$ cat src/rtl/icache_pkg.sv
// Shared I-cache set types: set FSM states, refill-width legality and recency update helper.
// Pure declarations; no clocked logic.
package icache_pkg;

    typedef enum logic {
        MONITOR = 1'b0,
        FILL    = 1'b1
    } icache_set_state_t;

    function automatic bit fill_w_legal(input int fill_w);
        return (fill_w == 32) || (fill_w == 64) || (fill_w == 128);
    endfunction

    // Promoted way drops to age 0; ways younger than the reference age grow older by one.
    function automatic int unsigned age_next(input int unsigned age,
                                             input int unsigned ref_age,
                                             input bit          promote);
        if (promote) return 0;
        if (age < ref_age) return age + 1;
        return age;
    endfunction

endpackage

$ cat src/rtl/icache_lru_ages.sv
// Per-set age array (permutation of 0..E-1); victim is the way at age E-1.
// Updates on the edge after hit/fill/reorder; victim output is combinational, no backpressure.
module icache_lru_ages
    import icache_pkg::*;
#(
    parameter int E = 4
) (
    input  logic                 clk_i,
    input  logic                 reset_ni,
    input  logic                 hit_en,
    input  logic [$clog2(E)-1:0] hit_way,
    input  logic                 fill_en,
    input  logic [$clog2(E)-1:0] fill_way,
    input  logic                 reorder,
    output logic [$clog2(E)-1:0] victim
);

    localparam int WAYW = $clog2(E);

    logic [WAYW-1:0] age [E];

    always_ff @(posedge clk_i or negedge reset_ni) begin
        if (!reset_ni) begin
            for (int w = 0; w < E; w++) age[w] <= WAYW'(E - 1 - w);
        end else if (reorder) begin
            for (int w = 0; w < E; w++) age[w] <= WAYW'(E - 1 - w);
        end else if (fill_en) begin
            for (int w = 0; w < E; w++)
                age[w] <= WAYW'(age_next(32'(age[w]), 32'(E - 1), WAYW'(w) == fill_way));
        end else if (hit_en) begin
            for (int w = 0; w < E; w++)
                age[w] <= WAYW'(age_next(32'(age[w]), 32'(age[hit_way]), WAYW'(w) == hit_way));
        end
    end

    always_comb begin
        victim = '0;
        for (int w = 0; w < E; w++)
            if (age[w] == WAYW'(E - 1)) victim = WAYW'(w);
    end

endmodule

$ cat src/rtl/instr_cache_set_refill.sv
// I-cache set with combinational lookup and multi-beat ready/valid refill (BEATS+1 cycles miss-to-data);
// rep_ready_o is high for the whole FILL state. Optional flush via ICACHE_SET_FLUSH_EN.
module instr_cache_set_refill
    import icache_pkg::*;
#(
    parameter int B            = 64,
    parameter int NUM_TAG_BITS = 20,
    parameter int E            = 4,
    parameter int FILL_W       = 64
) (
    input  logic                    clk_i,
    input  logic                    reset_ni,
    input  logic                    active_set_i,
    input  logic                    ic_repl_grant_i,
    input  logic [$clog2(B)-1:0]    block_i,
    input  logic [NUM_TAG_BITS-1:0] tag_i,
    input  logic                    flush_i,
    input  logic                    rep_valid_i,
    input  logic [FILL_W-1:0]       rep_data_i,
    output logic                    rep_ready_o,
    output logic [31:0]             data_o,
    output logic                    cache_set_miss_o,
    output logic                    busy_o,
    output logic                    fill_done_o
);

    localparam int BEATS = B * 8 / FILL_W;
    localparam int BCW   = (BEATS > 1) ? $clog2(BEATS) : 1;
    localparam int WAYW  = $clog2(E);
    localparam int OFFW  = $clog2(B);
    localparam int WPB   = FILL_W / 32;
    localparam int AW    = $clog2(E * BEATS);

    generate
        if (!fill_w_legal(FILL_W) || (B * 8 < FILL_W)) begin : g_bad_cfg
            $error("instr_cache_set_refill: illegal FILL_W/B combination");
        end
    endgenerate

    icache_set_state_t state, state_nxt;

    logic [E-1:0]            valid;
    logic [NUM_TAG_BITS-1:0] tags [E];
    logic [WAYW-1:0]         vic_way;
    logic [NUM_TAG_BITS-1:0] vic_tag;
    logic [BCW-1:0]          beat_cnt;
    logic [WAYW-1:0]         victim;

    logic flush_eff;
`ifdef ICACHE_SET_FLUSH_EN
    assign flush_eff = flush_i;
`else
    logic unused_flush;
    assign flush_eff    = 1'b0;
    assign unused_flush = flush_i;
`endif

    logic [1:0] unused_offs;
    assign unused_offs = block_i[1:0];

    logic [E-1:0]    hit_vec;
    logic [WAYW-1:0] hit_way;
    logic            hit;

    always_comb begin
        hit_vec = '0;
        hit_way = '0;
        for (int w = 0; w < E; w++) begin
            hit_vec[w] = valid[w] && (tags[w] == tag_i);
            if (hit_vec[w]) hit_way = WAYW'(w);
        end
    end
    assign hit = |hit_vec;

    logic mon_hit, fill_start, beat_acc, last_beat;
    assign mon_hit    = (state == MONITOR) && active_set_i && hit && !flush_eff;
    assign fill_start = (state == MONITOR) && active_set_i && !hit && ic_repl_grant_i && !flush_eff;
    assign beat_acc   = (state == FILL) && rep_valid_i && !flush_eff;
    assign last_beat  = beat_acc && (beat_cnt == BCW'(BEATS - 1));

    assign cache_set_miss_o = !(active_set_i && hit);

    // Data array: one line per (way, beat); the read picks the beat then the 32-bit lane.
    logic [FILL_W-1:0] mem [E*BEATS];
    logic [AW-1:0]     rd_addr, wr_addr;
    logic [FILL_W-1:0] rd_line;
    logic [31:0]       word_int;

    assign word_int = 32'(block_i[OFFW-1:2]);
    assign rd_addr  = AW'(32'(hit_way) * 32'(BEATS) + word_int / 32'(WPB));
    assign wr_addr  = AW'(32'(vic_way) * 32'(BEATS) + 32'(beat_cnt));
    assign rd_line  = mem[rd_addr];
    assign data_o   = rd_line[(word_int % 32'(WPB)) * 32 +: 32];

    always_ff @(posedge clk_i) begin
        if (beat_acc) mem[wr_addr] <= rep_data_i;
    end

    always_ff @(posedge clk_i or negedge reset_ni) begin
        if (!reset_ni) state <= MONITOR;
        else           state <= state_nxt;
    end

    always_comb begin
        state_nxt   = state;
        rep_ready_o = 1'b0;
        busy_o      = 1'b0;
        fill_done_o = 1'b0;
        case (state)
            MONITOR: begin
                if (fill_start) state_nxt = FILL;
            end
            FILL: begin
                rep_ready_o = 1'b1;
                busy_o      = 1'b1;
                fill_done_o = last_beat;
                if (last_beat) state_nxt = MONITOR;
            end
            default: state_nxt = MONITOR;
        endcase
        if (flush_eff) state_nxt = MONITOR;
    end

    always_ff @(posedge clk_i or negedge reset_ni) begin
        if (!reset_ni) begin
            valid    <= '0;
            vic_way  <= '0;
            vic_tag  <= '0;
            beat_cnt <= '0;
            for (int w = 0; w < E; w++) tags[w] <= '0;
        end else if (flush_eff) begin
            valid    <= '0;
            beat_cnt <= '0;
        end else if (fill_start) begin
            valid[victim] <= 1'b0;
            vic_way       <= victim;
            vic_tag       <= tag_i;
            beat_cnt      <= '0;
        end else if (beat_acc) begin
            if (last_beat) begin
                valid[vic_way] <= 1'b1;
                tags[vic_way]  <= vic_tag;
                beat_cnt       <= '0;
            end else begin
                beat_cnt <= beat_cnt + 1'b1;
            end
        end
    end

    icache_lru_ages #(.E(E)) u_ages (
        .clk_i    (clk_i),
        .reset_ni (reset_ni),
        .hit_en   (mon_hit),
        .hit_way  (hit_way),
        .fill_en  (last_beat),
        .fill_way (vic_way),
        .reorder  (flush_eff),
        .victim   (victim)
    );

endmodule

$ cat config.mk
export PLATFORM = sky130hd
export DESIGN_NAME = instr_cache_set_refill
export DESIGN_NICKNAME = d
export VERILOG_FILES = /design/src/rtl/icache_pkg.sv /design/src/rtl/icache_lru_ages.sv /design/src/rtl/instr_cache_set_refill.sv
export SDC_FILE = /design/constraint.sdc
export NUM_CORES = 2
export LEC_CHECK = 0
export BUFFER_PORTS_ARGS = -buffer_cell sky130_fd_sc_hd__buf_2
export CORE_AREA = 2 2 415 417
export CTS_CLUSTER_DIAMETER = 200
export DETAILED_ROUTE_END_ITERATION = 7
export DIE_AREA = 0 0 417 419
export PLACE_DENSITY_LB_ADDON = 0.12
export RECOVER_POWER = 50
export REMOVE_ABC_BUFFERS = 1
export SYNTH_ARGS = -nofsm -noshare
export SYNTH_HDL_FRONTEND = slang
export SYNTH_HIERARCHICAL = 1
export SYNTH_SLANG_ARGS = --single-unit
$ cat constraint.sdc
create_clock -name clk_i -period 13.6 [get_ports clk_i]
set_input_delay 2.04 -clock clk_i [delete_from_list [all_inputs] [get_ports clk_i]]
set_output_delay 2.04 -clock clk_i [all_outputs]
set_load 0.01 [all_outputs]
# After elaboration in Yosys (flattened, before gate mapping)
# Memories as Yosys holds them, arrays and structs flattened.
# Cells that the tools add are included.
[op_classes]
magnitude_cmp = 15
n_div = 0
mul = 0
n_bitwise = 7
mux = 103
reduce_logical = 32
n_addsub = 7
shifts = 1
eq_ne = 18
[op_table]
columns = ["cell", "count"]
rows = [
  ["$bwmux W80", 1],
  ["$eq A20 B20 Y1", 4],
  ["$shiftx A64 B7 Y32", 1],
  ["$mux W2", 30],
  ["$mux W1", 58],
  ["$demux W20 S2", 1],
  ["$mux W20", 1],
  ["$mux W8", 2],
  ["$reduce_and A3 Y1", 5],
  ["$logic_and A1 B1 Y1", 14],
  ["$mux W4", 3],
  ["$ne A3 B1 Y1 const B", 4],
  ["$reduce_bool A3 Y1", 4],
  ["$add A5 B3 Y5", 2],
  ["$mux W3", 3],
  ["$add A2 B1 Y2 const B", 4],
  ["$eq A2 B2 Y1 const A", 4],
  ["$lt A2 B2 Y1", 4],
  ["$lt A2 B2 Y1 const B", 4],
  ["$eq A2 B2 Y1 const B", 3],
  ["$ge A3 B3 Y1 const B", 2],
  ["$lt A2 B3 Y1 const B", 2],
  ["$not A2 Y3", 2],
  ["$reduce_bool A2 Y1", 3],
  ["16 further kinds", 22],
]
[totals]
memories = 1
mem_bits_ro = 0
out_inout_bits = 36
regBits = 118
latchBits = 0
ramBits = 2048
word_cells = 197
input_bits = 96
[mem_list]
columns = ["name", "depth", "width", "read_ports", "rd_ports_with_merged_regs", "wr", "line_no", "text"]
rows = [
  ["mem", 32, 64, 1, 0, 1, "instr_cache_set_refill.sv:84", "logic [FILL_W-1:0] mem [E*BEATS];"],
]

# Longest topological paths before layout
[depth]
ltp_word = 18
ltp_mapped = 17

# By module
# The synthesis kept the hierarchy.
[modules_own_cells]
columns = ["mod", "n_inst", "cells_each", "area_each_um2"]
rows = [
  ["instr_cache_set_refill", 1, 3762, 83749.1],
  ["icache_lru_ages", 1, 108, 905.9],
]

# Worst setup path before layout
# Ideal clock, no wire load.
[synth_timing]
kind = "input -> output"
start = "in tag_i[11]"
end = "out data_o[4]"
n_path_buf = 2
t_required_ns = 11.560
arrival_ns = 4.314
cell_stages = 10
path_slack_ns = 7.246
path_cell_list = "buf_2 -> xor2_1 -> or4_4 -> nor4_2 -> nand4_1 -> buf_4 -> or4_4 -> o211ai_2 -> o22ai_1 -> a21oi_2"
[synth_via]
elab_chain_cells = 8
[synth_rtl]
columns = ["element", "line_no", "text"]
rows = [
  ["from (decl)", "instr_cache_set_refill.sv:16", "input logic [NUM_TAG_BITS-1:0] tag_i,"],
  ["$eq A20 B20 Y1", "instr_cache_set_refill.sv:69", "hit_vec[w] = valid[w] && (tags[w] == tag_i);"],
  ["$logic_and A1 B1 Y1", "instr_cache_set_refill.sv:69", ""],
  ["$mux W1", "instr_cache_set_refill.sv:70", "if (hit_vec[w]) hit_way = WAYW'(w);"],
  ["$mux W2", "instr_cache_set_refill.sv:70", ""],
  ["$mux W2 (*)", "instr_cache_set_refill.sv:70", ""],
  ["$add A5 B3 Y5 (*)", "instr_cache_set_refill.sv:90", "assign rd_addr = AW'(32'(hit_way) * 32'(BEATS) + word_int / 32'(WPB));"],
  ["$mem_v2 Z32 W64 (*)", "n/a", ""],
  ["$shiftx A64 B7 Y32 (*)", "instr_cache_set_refill.sv:93", "assign data_o = rd_line[(word_int % 32'(WPB)) * 32 +: 32];"],
  ["to (decl)", "instr_cache_set_refill.sv:21", "output logic [31:0] data_o,"],
]
# Every way passes the cells marked *; elsewhere a longest branch is shown, timed or not.

# Final worst setup path
[layout_timing]
start = "in tag_i[2]"
end = "out data_o[6]"
# Same word-level chain as after synthesis.

==> out/qor.log <==
qor: run_status.run_status finished, violations left
qor: run_status.violated_checks capacitance limit, slew limit
qor: yosys.synth_edf_count 2,048
qor: clocking.insertion_delay 0.86 ns
qor: critical_path.crit_arrival 6.26 ns
qor: floorplan.floorplan.rows 152
qor: global_route.grt.overflow.total 0
qor: global_route.grt_pass1_vias 41,110
qor: timing.rsz0062_at_grt false
qor: critical_path.required 11.56 ns
qor: timing.timing.final.ws_setup 5.299 ns
qor: drt.avgRoutedWirePerCell 31.25 µm
qor: critical_path.endpoint_kind primary output
qor: timing.drv_slew 143
qor: yosys.yosysWarningCount 6
qor: power_and_ir_drop.max-vdd-ir-drop 0.1451 mV
qor: drt.drt_wl_total 204,100 µm
qor: min_path.hold_path_class reg -> reg
qor: drt.drc 0
qor: finish.areaGrowthSynthToFinish 12.35%
qor: clocking.cts_made_buffers 216
qor: floorplan.number_of_top_level_pins 132
qor: timing.tns 0 ns
qor: clocking.tritoncts built
qor: timing.worstMarginPinSlew 4.189 ns
qor: placed_design.place.port_buffers 128
qor: clocking.ctsHtreeMaxLevel 4
qor: drt.detail_route.iter0.violations 3,996
qor: min_path.worstHoldPathCells 1
qor: floorplan.initial_utilization 0.4962
qor: yosys.synth_seq_cells 2,166
qor: timing.final_critical_delay_including_setup_and_external_delays 8.301 ns
qor: placed_design.post-place-cells 6,120
qor: global_route.initial_antenna_violation_count 15
qor: min_path.min_to valid[1]$_DFFE_PN0P_
qor: drt.route.vias.total 40,090
qor: floorplan.die_h 419 µm
qor: finish.design.final.nets 4,214
qor: critical_path.reg2reg_setup_slack 8.31 ns
qor: placed_design.globalplace.congestion 0.7599
qor: finish.drive_gt1_frac 0.2771
qor: critical_path.worst_reg2reg_path_depth 14
qor: floorplan.die_w 417 µm
qor: timing.hold_slack 0.4944 ns
qor: critical_path.regToRegEndpoint u_ages/age[4]$_DFFE_PN0P_
qor: job.max_cap_viol_count 4
qor: clocking.cts_resized 0
qor: clocking.postCtsHoldBufs 0
qor: drt.vias_per_cell 6.139
qor: timing.setup-violations-final 0
qor: floorplan.core-area 0.1706 mm²
qor: yosys.count_of_cell_types_in_the_netlist 72
qor: yosys.synth_seq_area_share 0.7614
qor: critical_path.cp-start-kind primary input
qor: global_route.grt_usage 0.2359
qor: placed_design.post-dp-hpwl 102,900 µm
qor: critical_path.regToRegStartpoint tags[47]$_DFFE_PN0P_
qor: clocking.clock_sinks 2,166
qor: timing.achievable-frequency 0.1205 GHz
qor: timing.finalHoldViolCount 0
qor: placed_design.place_ws 5.308 ns
qor: yosys.syn_area 0.08465 mm²
qor: clocking.post-cts-setup-buffers 0
qor: floorplan.design.die.area 0.1747 mm²
qor: global_route.grt_pass1_wl 294,100 µm
qor: timing.post-route-period-util 0.6104
qor: finish.layout.cells.most_common sky130_fd_sc_hd__edfxtp_1
qor: finish.stdcell_count 6,530
qor: drt.route.antenna.remaining_nets 0
qor: clocking.clock_tree.buffer_depth 3
qor: drt.detailedRoute.firstPassIterationCount 5
qor: critical_path.crit_path_max_fanout 44
qor: yosys.netlist_instances 3,870
qor: yosys.synth-async-reset-ratio 0.05448
qor: global_route.maximum_number_of_pins_on_one_net_before_global_route_repair 98
qor: yosys.synth_area_per_cell 21.87 µm²
qor: min_path.hold_start valid[1]$_DFFE_PN0P_
qor: power_and_ir_drop.overall_power 14.75 mW
qor: clocking.post_cts_clock_slew_at_the_launch_and_capture_registers_of_the_worst_setup_and_hold_paths 0.06 ns
qor: finish.fillers 12,760
qor: power_and_ir_drop.power_density 155.0 mW/mm²
qor: timing.timing.slew.headroom -1.793
qor: finish.most-common-layout-cells sky130_fd_sc_hd__edfxtp_1, sky130_fd_sc_hd__mux4_2, sky130_fd_sc_hd__mux2i_1, sky130_fd_sc_hd__clkbuf_16, sky130_fd_sc_hd__mux2_2
qor: power_and_ir_drop.total_leakage_power 30.63 nW
qor: clocking.clk_root_buffer_cell sky130_fd_sc_hd__clkbuf_16
qor: yosys.most_frequently_used_flop_master_after_synthesis sky130_fd_sc_hd__edfxtp_1
qor: critical_path.critPathKind in -> out
qor: timing.clock_skew 0.02400 ns
## registers in the layout (all words and copies together), names as in the netlist
register and flops:
beat_cnt 3, mem 2048, state 1, tags 80, u_ages/age 8, valid 4
vic_tag 20, vic_way 2
## per-stage QoR
| step | instance area, µm² | utilization |
|---|---|---|
| final | 95110 | 0.5575 |
| after global routing | 95110 | 0.5575 |
| after CTS | 95230 | 0.5582 |
| after detailed placement | 88380 | 0.5181 |
| after global placement | 88380 | 0.5181 |
| after floorplan | 83740 | - |
## area by class of cell
class                   count  area [µm²]  share of cell area
flip-flops and latches   2166       64460              0.6777
multi-input cells        1479       19500              0.2051
clock buffers             270        5763             0.06059
well taps                2233        2794             0.02938
repair buffers            229        1450             0.01525
clock inverters           138        1087             0.01143
inverters                  13       48.80           0.0005131
diodes                      2       5.005          0.00005262
## worst max-delay path, cell delays in order
cell                        delay (ns)
sky130_fd_sc_hd__buf_2            0.14
sky130_fd_sc_hd__xnor2_1          0.38
sky130_fd_sc_hd__nand4bb_1        0.15
sky130_fd_sc_hd__nor4_1           0.49
sky130_fd_sc_hd__and4b_2          0.30
sky130_fd_sc_hd__buf_4            0.61
sky130_fd_sc_hd__nand2_4          0.71
sky130_fd_sc_hd__o21ai_0          0.55
sky130_fd_sc_hd__o21ai_0          0.15
sky130_fd_sc_hd__a21oi_1          0.45
sky130_fd_sc_hd__buf_2            0.23
## worst max-delay path by stage
stage | end | from | cells after the start | slack, ns
final | data_o[6] | tag_i[2] | 11 | 5.30
after global routing | data_o[22] | tag_i[2] | 11 | 5.21
after CTS | data_o[6] | tag_i[7] | 12 | 5.28
after detailed placement | data_o[6] | tag_i[7] | 12 | 5.31
after global placement | data_o[22] | tag_i[2] | 11 | 5.27
after floorplan | data_o[23] | tag_i[13] | 9 | 1.41
## per-layer routing
layer  global-route usage  wire (µm)  vias to the layer above
li1                     -          -                    16670
met1               0.3331      87270                    21940
met2               0.3914     101500                     1215
met3              0.03737      11600                      256
met4              0.05269       3622                        6
met5                    0         43                        -
## Yosys cell counts, drive strengths merged (5+ instances only)
cell,n,share of area
dfrtp,114,0.034
xor2,40,0.0041
nand3,19,0.0011
nor3,20,0.0012
nand3b,6,0.00053
or3b,5,0.00052
mux2i,220,0.026
nand2,59,0.0026
nor2b,18,0.0013
mux2,146,0.019
a22oi,12,0.0011
buf,130,0.0071
clkbuf,88,0.0039
a21oi,70,0.0042
o32ai,5,0.00052
inv,13,0.00058
edfxtp,2048,0.73
o21ai,48,0.0028
nor4,15,0.0013
o21a,13,0.0012
o22ai,23,0.0017
mux4,518,0.14
ha,13,0.0019
nor2,69,0.0031
a31oi,10,0.00074
xnor2,41,0.0042
a211oi,21,0.0019
nand2b,5,0.00037
o211ai,9,0.00086
a21o,5,0.00044
nand4,13,0.00096
## kinds of logic (layout without fill, tap and decap cells)
logic type / count (synthesis) / after routing / share of synthesized area
AOI/OAI and AO/OA: 235 / 235 / 0.01744
muxes: 884 / 884 / 0.1833
buffers and inverters: 231 / 650 / 0.01162
xor gates and xnor gates: 81 / 81 / 0.008380
adders and majority gates: 13 / 13 / 0.001921
other: 1 / 9 / 0.00004430
DFF: 2166 / 2166 / 0.7614
and+or+nand+nor: 259 / 259 / 0.01586
## report_power, final
part | internal (mW) | switching, mW
Clock | 3.22 | 2.53
Combinational | 0.446 | 0.726
Sequential | 7.68 | 0.144
No activity file was read; power rests on OpenSTA's default activity.
